## src/rtl/hazard_bypass_if.sv

```systemverilog
// hazard_bypass_if: ID-stage hazard/bypass bundle.
//   master: ID/pipeline control side; drives the decoded instruction, hold and
//           flush, and receives the operand selects, stall, issue and counter.
//   slave : hazard_bypass_unit side.
// SEL_W is derived here and must match the unit's view of NUM_FWD_STAGES.
interface hazard_bypass_if #(
  parameter int REG_NUM_BITWIDTH = 5,
  parameter int NUM_SRC          = 2,
  parameter int NUM_FWD_STAGES   = 3,
  parameter int CNT_BITWIDTH     = 32
) ();
  localparam int SEL_W = $clog2(NUM_FWD_STAGES + 1);

  logic                                  id_valid;
  logic [NUM_SRC*REG_NUM_BITWIDTH-1:0]   id_rs;
  logic [NUM_SRC-1:0]                    id_rs_used;
  logic [REG_NUM_BITWIDTH-1:0]           id_rd;
  logic                                  id_regWrite;
  logic [SEL_W-1:0]                      id_ready_stage;
  logic                                  hold;
  logic                                  flush;
  logic [NUM_SRC*SEL_W-1:0]              fwd_sel;
  logic                                  stall;
  logic                                  issue;
  logic [CNT_BITWIDTH-1:0]               stall_count;

  modport master (
    output id_valid, id_rs, id_rs_used, id_rd, id_regWrite, id_ready_stage,
           hold, flush,
    input  fwd_sel, stall, issue, stall_count
  );

  modport slave (
    input  id_valid, id_rs, id_rs_used, id_rd, id_regWrite, id_ready_stage,
           hold, flush,
    output fwd_sel, stall, issue, stall_count
  );
endinterface

```

## src/rtl/hazard_bypass_unit.sv

```systemverilog
// hazard_bypass_unit: tracks in-flight instructions from EX (stage 1) through
// WB (stage NUM_FWD_STAGES) in a shadow pipeline, selects per-operand bypass
// sources for the instruction in ID, and stalls ID when an operand's producer
// has not yet reached the stage that carries its result.
// Ports:
//   clk   - single clock, rising edge
//   rst_n - asynchronous active-low reset (clears entry valids and counter)
//   bus   - hazard_bypass_if.slave: ID instruction, hold/flush in;
//           fwd_sel/stall/issue/stall_count out (all combinational except
//           stall_count, which is the counter register).
module hazard_bypass_unit #(
  parameter int REG_NUM_BITWIDTH = 5,
  parameter int NUM_SRC          = 2,
  parameter int NUM_FWD_STAGES   = 3,
  parameter int CNT_BITWIDTH     = 32
) (
  input  logic            clk,
  input  logic            rst_n,
  hazard_bypass_if.slave  bus
);
  localparam int RB    = REG_NUM_BITWIDTH;
  localparam int N     = NUM_FWD_STAGES;
  localparam int SEL_W = $clog2(NUM_FWD_STAGES + 1);
  localparam int CW    = CNT_BITWIDTH;

  // Shadow pipeline; array index k holds the instruction in stage k+1.
  logic [N-1:0]     vld_q, vld_d;
  logic [N-1:0]     wr_q, wr_d;
  logic [RB-1:0]    rd_q  [N];
  logic [RB-1:0]    rd_d  [N];
  logic [SEL_W-1:0] rdy_q [N];
  logic [SEL_W-1:0] rdy_d [N];
  logic [CW-1:0]    count_q, count_d;

  logic [NUM_SRC*SEL_W-1:0] sel;
  logic [NUM_SRC-1:0]       hazard;
  logic [RB-1:0]            rs_cur;
  logic                     found;
  logic                     stall;
  logic                     issue;

  // Ready stage 0 means "available after EX" and anything past WB is WB.
  function automatic logic [SEL_W-1:0] clamp_ready(input logic [SEL_W-1:0] r);
    if (r == '0)
      return SEL_W'(1);
    else if (r > SEL_W'(N))
      return SEL_W'(N);
    else
      return r;
  endfunction

  function automatic logic [CW-1:0] sat_inc(input logic [CW-1:0] v);
    return (&v) ? v : v + CW'(1);
  endfunction

  // Operand lookup: the lowest matching stage is the youngest writer, so it wins.
  always_comb begin
    sel    = '0;
    hazard = '0;
    rs_cur = '0;
    found  = 1'b0;
    for (int i = 0; i < NUM_SRC; i++) begin
      rs_cur = bus.id_rs[i*RB +: RB];
      found  = 1'b0;
      if (bus.id_valid && bus.id_rs_used[i] && (rs_cur != '0)) begin
        for (int k = 0; k < N; k++) begin
          if (!found && vld_q[k] && wr_q[k] && (rd_q[k] == rs_cur)) begin
            found = 1'b1;
            if (SEL_W'(k + 1) >= rdy_q[k])
              sel[i*SEL_W +: SEL_W] = SEL_W'(k + 1);
            else
              hazard[i] = 1'b1;
          end
        end
      end
    end
  end

  assign stall = (|hazard) && !bus.flush;
  // rst_n gating keeps issue low while reset is held, independent of inputs.
  assign issue = rst_n && bus.id_valid && !stall && !bus.flush && !bus.hold;

  assign bus.fwd_sel     = sel;
  assign bus.stall       = stall;
  assign bus.issue       = issue;
  assign bus.stall_count = count_q;

  // Hold freezes everything; otherwise shift one stage and insert ID or a bubble.
  always_comb begin
    vld_d   = vld_q;
    wr_d    = wr_q;
    rd_d    = rd_q;
    rdy_d   = rdy_q;
    count_d = count_q;
    if (!bus.hold) begin
      for (int k = N - 1; k >= 1; k--) begin
        vld_d[k] = vld_q[k-1];
        wr_d[k]  = wr_q[k-1];
        rd_d[k]  = rd_q[k-1];
        rdy_d[k] = rdy_q[k-1];
      end
      vld_d[0] = issue;
      wr_d[0]  = bus.id_regWrite;
      rd_d[0]  = bus.id_rd;
      rdy_d[0] = clamp_ready(bus.id_ready_stage);
      if (stall)
        count_d = sat_inc(count_q);
    end
  end

  // Control state: valids and the stall counter are reset.
  always_ff @(posedge clk or negedge rst_n) begin
    if (!rst_n) begin
      vld_q   <= '0;
      count_q <= '0;
    end else begin
      vld_q   <= vld_d;
      count_q <= count_d;
    end
  end

  // Entry payload is qualified by the valid bit, so it needs no reset.
  always_ff @(posedge clk) begin
    wr_q  <= wr_d;
    rd_q  <= rd_d;
    rdy_q <= rdy_d;
  end
endmodule

```

## src/flat_wrapper.sv

```systemverilog
// flat-port wrapper written by rule: the top's interface ports become plain ports
module hazard_bypass_unit_flat 
#(
  parameter int REG_NUM_BITWIDTH = 5,
  parameter int NUM_SRC          = 2,
  parameter int NUM_FWD_STAGES   = 3,
  parameter int CNT_BITWIDTH     = 32
)
  (clk, rst_n, bus_id_valid, bus_id_rs, bus_id_rs_used, bus_id_rd, bus_id_regWrite, bus_id_ready_stage, bus_hold, bus_flush, bus_fwd_sel, bus_stall, bus_issue, bus_stall_count);
  hazard_bypass_if #(.REG_NUM_BITWIDTH(REG_NUM_BITWIDTH), .NUM_SRC(NUM_SRC), .NUM_FWD_STAGES(NUM_FWD_STAGES), .CNT_BITWIDTH(CNT_BITWIDTH)) bus_i ();
  input  logic clk;
  input  logic rst_n;
  input wire logic [$bits(bus_i.id_valid)-1:0] bus_id_valid;
  input wire logic [$bits(bus_i.id_rs)-1:0] bus_id_rs;
  input wire logic [$bits(bus_i.id_rs_used)-1:0] bus_id_rs_used;
  input wire logic [$bits(bus_i.id_rd)-1:0] bus_id_rd;
  input wire logic [$bits(bus_i.id_regWrite)-1:0] bus_id_regWrite;
  input wire logic [$bits(bus_i.id_ready_stage)-1:0] bus_id_ready_stage;
  input wire logic [$bits(bus_i.hold)-1:0] bus_hold;
  input wire logic [$bits(bus_i.flush)-1:0] bus_flush;
  output wire logic [$bits(bus_i.fwd_sel)-1:0] bus_fwd_sel;
  output wire logic [$bits(bus_i.stall)-1:0] bus_stall;
  output wire logic [$bits(bus_i.issue)-1:0] bus_issue;
  output wire logic [$bits(bus_i.stall_count)-1:0] bus_stall_count;
  assign bus_i.id_valid = bus_id_valid;
  assign bus_i.id_rs = bus_id_rs;
  assign bus_i.id_rs_used = bus_id_rs_used;
  assign bus_i.id_rd = bus_id_rd;
  assign bus_i.id_regWrite = bus_id_regWrite;
  assign bus_i.id_ready_stage = bus_id_ready_stage;
  assign bus_i.hold = bus_hold;
  assign bus_i.flush = bus_flush;
  assign bus_fwd_sel = bus_i.fwd_sel;
  assign bus_stall = bus_i.stall;
  assign bus_issue = bus_i.issue;
  assign bus_stall_count = bus_i.stall_count;
  hazard_bypass_unit #(.REG_NUM_BITWIDTH(REG_NUM_BITWIDTH), .NUM_SRC(NUM_SRC), .NUM_FWD_STAGES(NUM_FWD_STAGES), .CNT_BITWIDTH(CNT_BITWIDTH)) u_core (.clk(clk), .rst_n(rst_n), .bus(bus_i));
endmodule
```

## config.mk

```make
export PLATFORM = sky130hd
export DESIGN_NAME = hazard_bypass_unit_flat
export DESIGN_NICKNAME = d
export VERILOG_FILES = /design/src/rtl/hazard_bypass_if.sv /design/src/rtl/hazard_bypass_unit.sv /design/src/flat_wrapper.sv
export SDC_FILE = /design/constraint.sdc
export NUM_CORES = 1
export LEC_CHECK = 0
export ABC_AREA = 1
export BUFFER_PORTS_ARGS = -buffer_cell sky130_fd_sc_hd__buf_2
export CELL_PAD_IN_SITES_DETAIL_PLACEMENT = 1
export CELL_PAD_IN_SITES_GLOBAL_PLACEMENT = 2
export CORE_UTILIZATION = 33
export CTS_BUF_LIST = sky130_fd_sc_hd__clkbuf_8
export DETAILED_ROUTE_END_ITERATION = 10
export PLACE_DENSITY = 0.94
export SYNTH_ARGS = -nofsm -noshare
export SYNTH_HDL_FRONTEND = slang
export SYNTH_SLANG_ARGS = --single-unit
```

## constraint.sdc

```tcl
create_clock -name clk -period 2.4 [get_ports clk]
set_input_delay 0.48 -clock clk [delete_from_list [all_inputs] [get_ports clk]]
set_output_delay 0.48 -clock clk [all_outputs]
set_load 0.005 [all_outputs]
```

==> metrics, run 1 <==
Layout Skew between 15 and 20 ps; Vias/cell 4.85; CTS clk-pin slew, worst paths roughly 80 ps; Final #Nets 576; first-pass GRT wire length about 18 mm; synthesized instance count about 450; Syn Area/Cell a little under 8 um^2; Clock Latency Late Sink about 360 ps; commonest non-fill, non-tap cell in the layout nand2_1; DRT iter0 DRCs ~100; Routed WL between 10 and 15 mm; Min Clock Period, post-route ~2400 ps; CP Cell Sequence nand2_1 -> o21ai_0 -> nor2_1 -> nand4_1 -> nand2_1 -> nand2_4 -> a21oi_2 -> buf_2; Post-Syn Area 3510 um^2; wire per inst approximately 16 um; clk sinks 57; total power 2.46 mW; critical path type reg -> out; Distinct cells, synth 35; outcome completed; final core occ between 40% and 50%; most frequent cells in the layout 117 x nand2_1, 62 x buf_2, 60 x inv_1; slowest stage delay, CP approximately 500 ps; GPL Wtd Cong 0.866; CP max-delay cell edfxtp_1; Worst-Margin Slew roughly 510 ps; Via Count approximately 3400; Final Max Slew Viols 0; Overflow after GRT 0; I/O Pins 63; asr flop ratio synth between 60% and 70%; die height around 110 um; Die Wd ~110 um; Hold Buf Count CTS 0; share of the synthesized area in the top cell type between 20% and 30%; H-tree depth reported by CTS 3; GR peak layer met2; met3 Track Usage GR under 10%; LEAKAGE about 2.3 nW; die area between 10000 and 15000 um^2; met1 Track Usage GR approximately 28%; RSZ-0062 raised after global routing true; synth top area cells dfrtp_1 25%, edfxtp_1 19%, nand2_1 14%; Crit Path Max Fanout 5; vias in the first global route ~3500; post-route ant nets 0; Post-Syn Nets 479; Rel. slew slack about two thirds; TritonCTS clock tree yes; WP data arrival ~1900 ps; antenna violations before repair 0; Longest Clk Path Bufs 2; initial core utilization between 30% and 40%; worst path required time roughly 1900 ps; part of the Yosys area used for sequential elements a little over two fifths; # port buffers slightly above 60; Worst Setup End Kind output pin; Diodes inserted 0; placed insts ~650; maximum vdd drop 211 uV; Setup Viol. Count Final 0; Final Hold Fails 0; pre-CTS WS 131 ps; maxcap violations 0; GR Layer Usage met2 33.4%; cell repeated most along the worst path nand2_1; setup TNS 0 ps; flop2flop setup slack 210 ps; number of flops mapped to enable cells by yosys 22; hold crit path type in -> async; Root Buffer clkbuf_8; final std cells w/o fill between 600 and 700; TritonCTS buffer count 9; Final WS setup about 11 ps; Ys Warns 0; DR DRC count 0; Post-DP HPWL 8.08 mm; crit path launch type register; gr usage total 20.7%; Tcrit/Tclk final between 90 and 100%; ys flop type dfrtp_1; area leader, netlist dfrtp_1; Power Dens Cells approximately 530 nW/um^2; num rows 37; pin count of the biggest net entering global routing 36; Synth Register Bits 57; core area just over 10000 um^2; First-pass DRT Iterations 4; layout cells sized above 1 33.7%; Synth-to-Final Area Change 31.1%; Max Freq approximately 420 MHz
-- path summary, 6_finish.rpt --
kind / cells past startpoint / to / from
max in group asynchronous: 2 / u_core.bus.stall_count[14]$_DFFE_PN0P_ / rst_n
min: 2 / u_core.bus.stall_count[22]$_DFFE_PN0P_ / rst_n
min reg2reg: 0 / u_core.rdy_q[2]$_DFFE_PN_ / u_core.rdy_q[4]$_SDFFCE_PP1N_
max: 8 / bus_stall / u_core.rd_q[5]$_DFFE_PN_
max reg2reg: 12 / u_core.bus.stall_count[29]$_DFFE_PN0P_ / u_core.rd_q[5]$_DFFE_PN_
min in group clk: 1 / u_core.rd_q[11]$_DFFE_PN_ / bus_id_rd[1]
-- final cells by class --
class,instances,area (um^2)
clock buffers,9,124
clock inverters,7,128
fillers,1273,5720
inverters,73,277
multi-input cells,322,1870
flip-flops and latches,57,1540
well taps,136,170
repair buffers,87,505
-- through the flow --
step / area [um^2] / hold WS [ps]
2_1_floorplan: 3510 / 184
3_3_place_gp: 4010 / 406
3_5_place_dp: 4010 / 409
4_1_cts: 4330 / 209
5_1_grt: 4610 / 224
6_report: 4610 / 205
-- flip-flops by register name (all words and copies together), names as in the netlist --
| signal | cells |
|---|---|
| u_core.vld_q | 3 |
| u_core.wr_q | 3 |
| u_core.bus.stall_count | 32 |
| u_core.rdy_q | 4 |
| u_core.rd_q | 15 |
-- critical path, delay by kind of cell, from the launching register on --
| kind | cells | cell delay (ps) |
|---|---|---|
| AND/OR/NAND/NOR | 5 | 710 |
| flip-flops | 1 | 500 |
| AO/OA/AOI/OAI | 2 | 220 |
| buffers and inverters | 1 | 130 |
-- metal layers --
layer / wire, um / vias to the layer above
li1: - / 1659
met1: 5080 / 1639
met2: 5320 / 46
met3: 344 / 8
met4: 100 / 0
met5: 0 / -
-- Yosys cell counts, types with 3 or more instances --
cell type and number:
xor2_1 15, nand3b_1 4, nand2_2 3, nor2_1 37, nor2_2 6, inv_2 6, edfxtp_1 22, inv_1 66
dfrtp_1 35, nand3_1 30, nand2_1 132, nand4_1 20, nor3_1 16, a21oi_1 7, o21ai_0 10, nor2_4 4
o22ai_1 4, nand3_2 6, xnor2_1 7, o21bai_1 4
-- logic make-up after synthesis --
logic type,Yosys count,synth area share (%)
adder cells (fa/ha/maj),1,0.356
flip-flops,57,43.7
AO/OA/AOI/OAI,30,5.38
XOR/XNOR,22,5.49
AND/OR/NAND/NOR,269,37.1
buffers and inverters,74,7.98
-- timing repair --
action                                  4_1_cts  5_1_grt
gates resized for setup                       9       48
buffers inserted                              7       15
endpoints found under the setup margin        3        7
pin swaps                                     7       19
hold endpoints to repair                      0        0
gates cloned                                  0        0
-- power breakdown --
part	internal, mW	switching (mW)	leakage, nW
sequential	1.05	0.0326	0.667
clock	0.701	0.444	0.126
combinational	0.0820	0.152	1.49
total	1.83	0.629	2.28
Note: power is estimated with default switching activity, not from simulation.
==> run 2, diff against run 1 <==
--- a/config.mk
+++ b/config.mk
@@ -9,6 +9,7 @@
 export BUFFER_PORTS_ARGS = -buffer_cell sky130_fd_sc_hd__buf_2
 export CELL_PAD_IN_SITES_DETAIL_PLACEMENT = 1
 export CELL_PAD_IN_SITES_GLOBAL_PLACEMENT = 2
+export CORE_ASPECT_RATIO = 0.75
 export CORE_UTILIZATION = 33
 export CTS_BUF_LIST = sky130_fd_sc_hd__clkbuf_8
 export DETAILED_ROUTE_END_ITERATION = 10
==> metrics, run 2 (synthesized netlist as in run 1, its figures left out) <==
max reg flops 32 (unchanged); RR Endpoint u_core.bus.stall_count[21]$_DFFE_PN0P_ (was u_core.bus.stall_count[29]$_DFFE_PN0P_); Min Clock Period, post-route 2380 ps (was 2390 ps); gr usage total 21.2% (was 20.7%); num rows 32 (was 37); Pint 1.76 mW (was 1.83 mW); Design Area, Final 4430 um^2 (was 4610 um^2); worst path required time 1920 ps (about the same); post-route ant nets 0 (unchanged); maximum vdd drop 245 uV (was 211 uV); met1 Track Usage GR 31.7% (was 27.8%); die area 11100 um^2 (about the same); Diodes inserted 0 (unchanged); outcome completed (unchanged); H-tree depth reported by CTS 3 (unchanged); initial core utilization 34.0% (about the same); met3 Track Usage GR 3.89% (was 4.18%); hold crit path type in -> async (unchanged); # port buffers 62 (unchanged); switching share of total power 25.1% (was 25.6%); clk sinks 57 (unchanged); Crit Path Max Fanout 4 (was 5); combinational share of power 9.1% (was 9.5%); Post-DP HPWL 8.48 mm (was 8.08 mm); Setup Viol. Count Final 0 (unchanged); Rel. slew slack 65.8% (was 65.6%); Layout Skew 10.5 ps (was 15.2 ps); Clk pwr share 44.6% (was 46.5%); RSZ-0062 raised after global routing true (unchanged); crit path launch type register (unchanged); Sw Pwr 0.587 mW (was 0.629 mW); GR Layer Usage met2 30.5% (was 33.4%); Via Count 3302 (was 3352); commonest non-fill, non-tap cell in the layout nand2_1 (unchanged); GPL Wtd Cong 0.927 (was 0.866); most frequent cells in the layout 127 x nand2_1, 63 x inv_1, 62 x buf_2 (was 117 x nand2_1, 62 x buf_2, 60 x inv_1); die height 91.3 um (was 105 um); TritonCTS clock tree yes (unchanged); Final Max Slew Viols 0 (unchanged); CTS clk-pin slew, worst paths 70 ps (was 80 ps); First-pass DRT Iterations 6 (was 4); GR peak layer met1 (was met2); DR DRC count 0 (unchanged); I/O Pins 63 (unchanged); LEAKAGE 2.19 nW (was 2.28 nW); Longest Clk Path Bufs 2 (unchanged); share of power burned in registers 46.3% (was 44.0%); layout cells sized above 1 28.2% (was 33.7%); flop2flop setup slack 220 ps (was 210 ps); Worst Setup End Kind output pin (unchanged); pin count of the biggest net entering global routing 36 (unchanged); Routed WL 10.8 mm (about the same); Root Buffer clkbuf_8 (unchanged); Hold Buf Count CTS 0 (unchanged); maxcap violations 0 (unchanged); R2R Path Start u_core.bus.stall_count[0]$_DFFE_PN0P_ (was u_core.rd_q[5]$_DFFE_PN_); R2R depth 10 (was 12); Clock Latency Late Sink 350 ps (was 360 ps); TritonCTS buffer count 9 (unchanged); WP data arrival 1900 ps (was 1910 ps); Die Wd 121 um (was 105 um); critical path type reg -> out (unchanged); DRT iter0 DRCs 110 (was 101); core area 10300 um^2 (about the same); DP Area 4010 um^2 (unchanged); pre-CTS WS 21.1 ps (was 131 ps); Overflow after GRT 0 (unchanged); first-pass GRT wire length 17.9 mm (was 17.7 mm); antenna violations before repair 0 (unchanged); Power Dens Cells 529 nW/um^2 (was 535 nW/um^2); Tcrit/Tclk final 99.0% (was 99.5%); Final Hold Fails 0 (unchanged); Synth-to-Final Area Change 26.1% (was 31.1%); Worst-Margin Slew 508 ps (was 512 ps); Max Freq 421 MHz (was 419 MHz); Final #Nets 560 (was 576); Final WS setup 22.8 ps (was 11.5 ps); vias in the first global route 3419 (was 3470); Vias/cell 4.89 (was 4.85); total power 2.34 mW (was 2.46 mW); wire per inst 16.0 um (was 15.7 um)
[run 2: cell types whose count changed in the layout (fill, tap and decap cells not counted), sizes merged]
cell	change
buf	-16
bufinv	-1
clkbuf	+2
clkinv	-3
inv	+2
[run 2: worst max path at each step]
stage                     cells after the start                      start                                      to  slack [ps]
after floorplan                               6                   bus_hold  u_core.bus.stall_count[26]$_DFFE_PN0P_         420
after global placement                       12               bus_id_rs[1]                               bus_issue          30
after detailed placement                     12               bus_id_rs[1]                               bus_issue          20
after CTS                                     9   u_core.rd_q[7]$_DFFE_PN_                          bus_fwd_sel[2]         -20
after global routing                         10  u_core.rd_q[11]$_DFFE_PN_                               bus_issue        -110
final                                         8   u_core.rd_q[7]$_DFFE_PN_                          bus_fwd_sel[3]          20
[run 2: metal layers]
metal	share of wire [%]	up-vias
li1	-	1631
met1	51	1585
met2	43	78
met3	5.4	8
met4	0.84	0
met5	0	-
[run 2: stage by stage]
stage | TNS [ps] | hold WS (ps) | util [%] | instances
final | 0 | 221 | 42.9 | 675
after CTS | -68.7 | 224 | 41.5 | 670
after detailed placement | 0 | 410 | 38.8 | 653
after floorplan | 0 | 184 | - | 453
after global routing | -472 | 234 | 42.9 | 675
after global placement | 0 | 405 | 38.8 | 653
[run 2: critical path: stages, from the launching register on]
cell and delay [ps]:
edfxtp_1 460, buf_4 170, nand2_1 60, nand2_1 90, nor2_2 140, and3_1 210, nand3_1 120, a21oi_2 180
buf_2 130
[run 2: final cells by class]
cell class	count	area (um^2)
multi-input cells	322	1840
inverters	73	277
well taps	136	170
clock buffers	11	151
fillers	1283	5900
repair buffers	71	378
clock inverters	5	76.3
flip-flops and latches	57	1540
[run 2: power groups by stage]
stage	Clock [mW]	Sequential, mW	Combinational [mW]
6_report	1.05	1.08	0.212
5_1_grt	1.11	1.09	0.238
4_1_cts	1.07	1.08	0.197
3_5_place_dp	0	1.10	0.188
3_3_place_gp	0	1.10	0.185
2_1_floorplan	0	1.09	0.105
[run 2: what timing repair did]
action                                 4_1_cts  5_1_grt
setup endpoints to repair                    5        6
buffers inserted                             1        5
endpoints found under the hold margin        0        0
pin swaps                                    4       15
resized for setup                           12       27
